--- config.mk ---
export PLATFORM = sky130hd
export DESIGN_NAME = seq_match_ctrl
export DESIGN_NICKNAME = d
export VERILOG_FILES = /design/src/rtl/seq_match_ctrl.sv
export SDC_FILE = /design/constraint.sdc
export NUM_CORES = 1
export LEC_CHECK = 0
export ABC_AREA = 1
export CAP_MARGIN = 20
export CORE_ASPECT_RATIO = 2
export CORE_MARGIN = 2
export CORE_UTILIZATION = 45
export DETAILED_ROUTE_END_ITERATION = 7
export HOLD_SLACK_MARGIN = 0.06
export PLACE_DENSITY = 0.66
export SYNTH_ARGS = -nofsm -noshare
export SYNTH_HDL_FRONTEND = slang
export SYNTH_SLANG_ARGS = --single-unit
--- constraint.sdc ---
create_clock -name clk_i -period 2.9 [get_ports clk_i]
set_input_delay 0.435 -clock clk_i [delete_from_list [all_inputs] [get_ports clk_i]]
set_output_delay 0.435 -clock clk_i [all_outputs]
set_load 0.02 [all_outputs]
--- src/rtl/seq_match_ctrl.sv ---
// Job-level controller for a programmable, overlapping serial pattern search.
// A start command latches the configuration; the job ends with a done pulse and a found/not-found result.
module seq_match_ctrl #(
  parameter int PAT_W = 8,
  parameter int LEN_W = 4,
  parameter int CNT_W = 8,
  parameter int WIN_W = 16
) (
  input  logic             clk_i,
  input  logic             reset_ni,
  input  logic             start_i,
  input  logic             abort_i,
  input  logic [PAT_W-1:0] pattern_i,
  input  logic [LEN_W-1:0] pat_len_i,
  input  logic [CNT_W-1:0] target_i,
  input  logic [WIN_W-1:0] window_i,
  input  logic             seq_valid_i,
  input  logic             seq_in,
  output logic             busy_o,
  output logic             match_o,
  output logic             done_o,
  output logic             found_o,
  output logic             cfg_err_o,
  output logic [CNT_W-1:0] match_cnt_o,
  output logic [WIN_W-1:0] bit_cnt_o
);

  typedef enum logic [1:0] {
    ST_IDLE   = 2'd0,
    ST_SEARCH = 2'd1,
    ST_DONE   = 2'd2
  } state_e;

  state_e           state_q, state_d;
  logic [PAT_W-1:0] pat_q, pat_d;
  logic [LEN_W-1:0] len_q, len_d;
  logic [CNT_W-1:0] tgt_q, tgt_d;
  logic [WIN_W-1:0] win_q, win_d;
  logic [PAT_W-1:0] hist_q, hist_d;
  logic [CNT_W-1:0] match_cnt_q, match_cnt_d;
  logic [WIN_W-1:0] bit_cnt_q, bit_cnt_d;
  logic             found_q, found_d;
  logic             match_q, match_d;
  logic             done_q, done_d;
  logic             cfg_err_q, cfg_err_d;
  logic             busy_q, busy_d;

  logic [PAT_W-1:0] hist_new_s;
  logic [PAT_W-1:0] mask_s;
  logic [WIN_W-1:0] bit_new_s;
  logic             hit_s;
  logic             final_s;
  logic             expire_s;
  logic             cfg_bad_s;

  // Candidate history/count for the bit on the input this cycle, plus length mask and completion decode.
  always_comb begin
    hist_new_s = {hist_q[PAT_W-2:0], seq_in};
    if (bit_cnt_q == {WIN_W{1'b1}}) begin
      bit_new_s = bit_cnt_q;
    end else begin
      bit_new_s = bit_cnt_q + {{(WIN_W-1){1'b0}}, 1'b1};
    end
    mask_s = {PAT_W{1'b0}};
    for (int i = 0; i < PAT_W; i++) begin
      mask_s[i] = (LEN_W'(i) < len_q);
    end
    // A hit needs at least len accepted bits so stale zeros in the history cannot match.
    hit_s     = (((hist_new_s ^ pat_q) & mask_s) == {PAT_W{1'b0}}) &&
                (bit_new_s >= WIN_W'(len_q));
    final_s   = hit_s && (match_cnt_q == (tgt_q - {{(CNT_W-1){1'b0}}, 1'b1}));
    expire_s  = (win_q != {WIN_W{1'b0}}) && (bit_new_s == win_q);
    cfg_bad_s = (pat_len_i == {LEN_W{1'b0}}) ||
                (pat_len_i > LEN_W'(PAT_W)) ||
                (target_i == {CNT_W{1'b0}});
  end

  // Next-state and next-output logic for the job sequencer.
  always_comb begin
    state_d     = state_q;
    pat_d       = pat_q;
    len_d       = len_q;
    tgt_d       = tgt_q;
    win_d       = win_q;
    hist_d      = hist_q;
    match_cnt_d = match_cnt_q;
    bit_cnt_d   = bit_cnt_q;
    found_d     = found_q;
    match_d     = 1'b0;
    done_d      = 1'b0;
    cfg_err_d   = 1'b0;

    case (state_q)
      ST_IDLE: begin
        if (start_i) begin
          if (cfg_bad_s) begin
            cfg_err_d = 1'b1;
          end else begin
            pat_d       = pattern_i;
            len_d       = pat_len_i;
            tgt_d       = target_i;
            win_d       = window_i;
            hist_d      = {PAT_W{1'b0}};
            match_cnt_d = {CNT_W{1'b0}};
            bit_cnt_d   = {WIN_W{1'b0}};
            found_d     = 1'b0;
            state_d     = ST_SEARCH;
          end
        end else begin
          state_d = ST_IDLE;
        end
      end
      ST_SEARCH: begin
        // Abort outranks any match or window completion arriving on the same edge.
        if (abort_i) begin
          found_d = 1'b0;
          state_d = ST_IDLE;
        end else if (seq_valid_i) begin
          hist_d    = hist_new_s;
          bit_cnt_d = bit_new_s;
          if (hit_s) begin
            match_cnt_d = match_cnt_q + {{(CNT_W-1){1'b0}}, 1'b1};
            match_d     = 1'b1;
          end else begin
            match_cnt_d = match_cnt_q;
          end
          if (final_s) begin
            found_d = 1'b1;
            done_d  = 1'b1;
            state_d = ST_DONE;
          end else if (expire_s) begin
            done_d  = 1'b1;
            state_d = ST_DONE;
          end else begin
            state_d = ST_SEARCH;
          end
        end else begin
          state_d = ST_SEARCH;
        end
      end
      ST_DONE: begin
        state_d = ST_IDLE;
        if (abort_i) begin
          found_d = 1'b0;
        end else begin
          found_d = found_q;
        end
      end
      default: begin
        state_d = ST_IDLE;
      end
    endcase

    busy_d = (state_d != ST_IDLE);
  end

  // State, configuration, history, counters and registered outputs.
  always_ff @(posedge clk_i or negedge reset_ni) begin
    if (!reset_ni) begin
      state_q     <= ST_IDLE;
      pat_q       <= {PAT_W{1'b0}};
      len_q       <= {LEN_W{1'b0}};
      tgt_q       <= {CNT_W{1'b0}};
      win_q       <= {WIN_W{1'b0}};
      hist_q      <= {PAT_W{1'b0}};
      match_cnt_q <= {CNT_W{1'b0}};
      bit_cnt_q   <= {WIN_W{1'b0}};
      found_q     <= 1'b0;
      match_q     <= 1'b0;
      done_q      <= 1'b0;
      cfg_err_q   <= 1'b0;
      busy_q      <= 1'b0;
    end else begin
      state_q     <= state_d;
      pat_q       <= pat_d;
      len_q       <= len_d;
      tgt_q       <= tgt_d;
      win_q       <= win_d;
      hist_q      <= hist_d;
      match_cnt_q <= match_cnt_d;
      bit_cnt_q   <= bit_cnt_d;
      found_q     <= found_d;
      match_q     <= match_d;
      done_q      <= done_d;
      cfg_err_q   <= cfg_err_d;
      busy_q      <= busy_d;
    end
  end

  assign busy_o      = busy_q;
  assign match_o     = match_q;
  assign done_o      = done_q;
  assign found_o     = found_q;
  assign cfg_err_o   = cfg_err_q;
  assign match_cnt_o = match_cnt_q;
  assign bit_cnt_o   = bit_cnt_q;

endmodule

==> impl_metrics.env <==
export IMPL_ys_seq_area_share_pct=42.0
export IMPL_ys_seq_elements=74
export IMPL_finalInstanceArea_sq_um=5800
export IMPL_clock_latency_ps=340
export IMPL_final_common_cell="nand2_1"
export IMPL_drtIter0Drc=207
export IMPL_diodes=0
export IMPL_holdCritPathClass="primary input to asynchronous set/reset pin"
export IMPL_slew_headroom_pct=36.6
export IMPL_grt_max_degree=75
export IMPL_ant_nets=0
export IMPL_cts_sinks=74
export IMPL_path_class="flip-flop to flip-flop"
export IMPL_start_util_pct=45.7
export IMPL_overflow=0
export IMPL_reg2reg_to="match_cnt_o[6]$_DFFE_PN0P_"
export IMPL_fp_coreArea_sq_um=9640
export IMPL_avgSynthCellArea_sq_um=8.00
export IMPL_syn_num_nets=600
export IMPL_p_leak_uw=0.00260
export IMPL_layout_common_cells="nand2_1 (85), dfrtp_1 (74), clkdlybuf4s50_1 (69)"
export IMPL_setup_violations=0
export IMPL_drv_cap=0
export IMPL_worstPathArrival_ps=3010
export IMPL_grt_pass1_vias=4181
export IMPL_die_area_sq_um=10600
export IMPL_hold_slack_ps=243
export IMPL_fin_crit_sh_pct=96.1
export IMPL_cts_tree="yes"
export IMPL_area_growth_pct=31.6
export IMPL_io_buffers=70
export IMPL_wl_met3_um=561
export IMPL_worst_pin_slew_ps=951
export IMPL_vias=4094
export IMPL_clock_skew_final_ps=6.04
export IMPL_wl_met2_mm=7.07
export IMPL_drv_slew=0
export IMPL_place_hpwl_mm=9.43
export IMPL_first_pass_iters=4
export IMPL_drc=0
export IMPL_cp_required_ps=3130
export IMPL_htreeDepth=3
export IMPL_antenna_found_initial=0
export IMPL_die_w_um=74.0
export IMPL_drive_gt1_share_pct=18.1
export IMPL_dr_max_layer_used="met4"
export IMPL_synth_cell_types=37
export IMPL_status="finished, final reports clean"
export IMPL_rrSetupSlack_ps=110
export IMPL_rows=51
export IMPL_max_freq_ghz=0.359
export IMPL_n_fill_cell=893
export IMPL_rsz0062_at_grt="yes"
export IMPL_r2r_start="bit_cnt_o[1]$_DFFE_PN0P_"
export IMPL_groute_usage_overall_pct=25.3
export IMPL_finalHoldViolations=0
export IMPL_wl_per_cell_um=16.2
export IMPL_cp_start_kind="flip-flop"
export IMPL_netlist_area_sq_um=4410
export IMPL_cts_buffers=9
export IMPL_crit_start="bit_cnt_o[1]$_DFFE_PN0P_"
export IMPL_die_y_um=144
export IMPL_wl_met1_mm=4.39
export IMPL_finalWeightedCongestion=1.00
export IMPL_placed_area_sq_um=5300
export IMPL_r2r_worst_path_cells=20
export IMPL_power_density_nw_per_um2=674
export IMPL_post_route_min_period_ps=2790
export IMPL_synthCells=551
export IMPL_nNetsFinal=691
export IMPL_viasPerCell=5.26
export IMPL_path_max_fanout=8
export IMPL_clk_pin_slew_ps=60
export IMPL_power_uw=3910
export IMPL_ioPinCount=71
export IMPL_cts_max_path_buffers=2
export IMPL_totalWireLength_mm=12.6
export IMPL_grt_pass1_wl_mm=20.3
export IMPL_cts_root_buffer="clkbuf_16"
export IMPL_hold_buffers=0
export IMPL_end_kind="flip-flop"
export IMPL_peakVddDrop_uv=551
export IMPL_yosys_warnings=0
metal layers:
| layer | GRT usage (%) | vias to the layer above |
|---|---|---|
| met5 | 0 | - |
| met4 | 12.4 | 0 |
| met3 | 4.21 | 44 |
| met2 | 47.6 | 135 |
| met1 | 25.8 | 1926 |
| li1 | - | 1989 |
critical path: stages, from the launching register on:
cell     delay, ps
dfrtp_1        400
ha_2           230
nand3_4        100
inv_4          100
nand2_4         70
nor2_8         190
nand2_2        110
nand2_4         80
inv_4           40
ha_4           240
inv_2           30
nand2_2         60
a21oi_2         60
o21ai_2        160
nor2_1          60
nand4_1        110
nor2_4          70
o21ai_4        230
nand2_4        160
nand2_2        110
o21ai_2         50
power by group:
group,internal (uW),total (uW),switching (uW)
registers,1220,1420,199
clock network,835,1260,425
logic,546,1230,685
total,2600,3910,1310
synthesized netlist by cell type (all sizes together):
master  number  area (sq um)
a22oi        1          7.51
nor4         6          37.5
ha           7          87.6
nor3         4          20.0
or2          7          43.8
nand4       11          68.8
mux2        16           180
nor3b        1          7.51
nand3b       3          22.5
dfrtp       74          1850
xor2        19           166
nand3       47           245
nor2        76           334
inv         68           258
a21boi       1          7.51
buf          5          41.3
o21a         1          7.51
a31oi        1          6.26
a21oi       24           120
xnor2       11          96.3
o22ai       13          81.3
o21ai       39           229
nand2      108           455
clkbuf       8          30.0
flip-flops by register name (all words and copies together), names as in the netlist:
name         cells
bit_cnt_o       16
busy_o           1
cfg_err_o        1
done_o           1
found_o          1
hist_q           7
len_q            4
match_cnt_o      8
match_o          1
pat_q            8
state_q          2
tgt_q            8
win_q           16
stage by stage:
stage | TNS (ps) | util, % | setup slack, ps | instances
CTS | 0 | 58.6 | 8.11 | 769
floorplan | 0 | - | 69.6 | 551
detailed placement | 0 | 55.0 | 0.672 | 753
finish | 0 | 60.2 | 113 | 778
global placement | 0 | 55.0 | 91.1 | 753
global route | -377 | 60.2 | -62.3 | 778
cell type report:
| type | instances | area, sq um | area share (%) |
|---|---|---|---|
| Inverter | 68 | 273 | 4.70 |
| Multi-Input combinational cell | 397 | 2310 | 39.9 |
| Timing Repair Buffer | 92 | 863 | 14.9 |
| Tap cell | 132 | 165 | 2.85 |
| Clock buffer | 10 | 229 | 3.95 |
| Clock inverter | 5 | 104 | 1.79 |
| Sequential cell | 74 | 1850 | 31.9 |
cell families after synthesis:
| group | count (synthesis) | synth area share [%] |
|---|---|---|
| flip-flops | 74 | 42.0 |
| buffers and inverters | 81 | 7.47 |
| AO/OA/AOI/OAI | 80 | 10.4 |
| AND/OR/NAND/NOR | 263 | 28.0 |
| multiplexers | 16 | 4.09 |
| XOR/XNOR | 30 | 5.96 |
| adder cells (fa/ha/maj) | 7 | 1.99 |
worst max-delay path by stage:
stage                                 end  depth (start not counted)  slack [ps]
2_1_floorplan  match_cnt_o[6]$_DFFE_PN0P_                         23          70
3_3_place_gp   match_cnt_o[2]$_DFFE_PN0P_                         21          90
5_1_grt        match_cnt_o[6]$_DFFE_PN0P_                         19         -60
4_1_cts              state_q[0]$_DFF_PN0_                         19           8
6_report       match_cnt_o[6]$_DFFE_PN0P_                         20         110
3_5_place_dp   match_cnt_o[3]$_DFFE_PN0P_                         19         0.7
timing repair:
| item | CTS | global route |
|---|---|---|
| resized for setup | 2 | 26 |
| buffers inserted | 0 | 9 |
| pin swaps | 1 | 14 |
| setup endpoints to repair | 6 | 13 |
| gates cloned | 1 | 0 |
| endpoints found under the hold margin | 0 | 0 |
(Power assumes the default switching activity.)
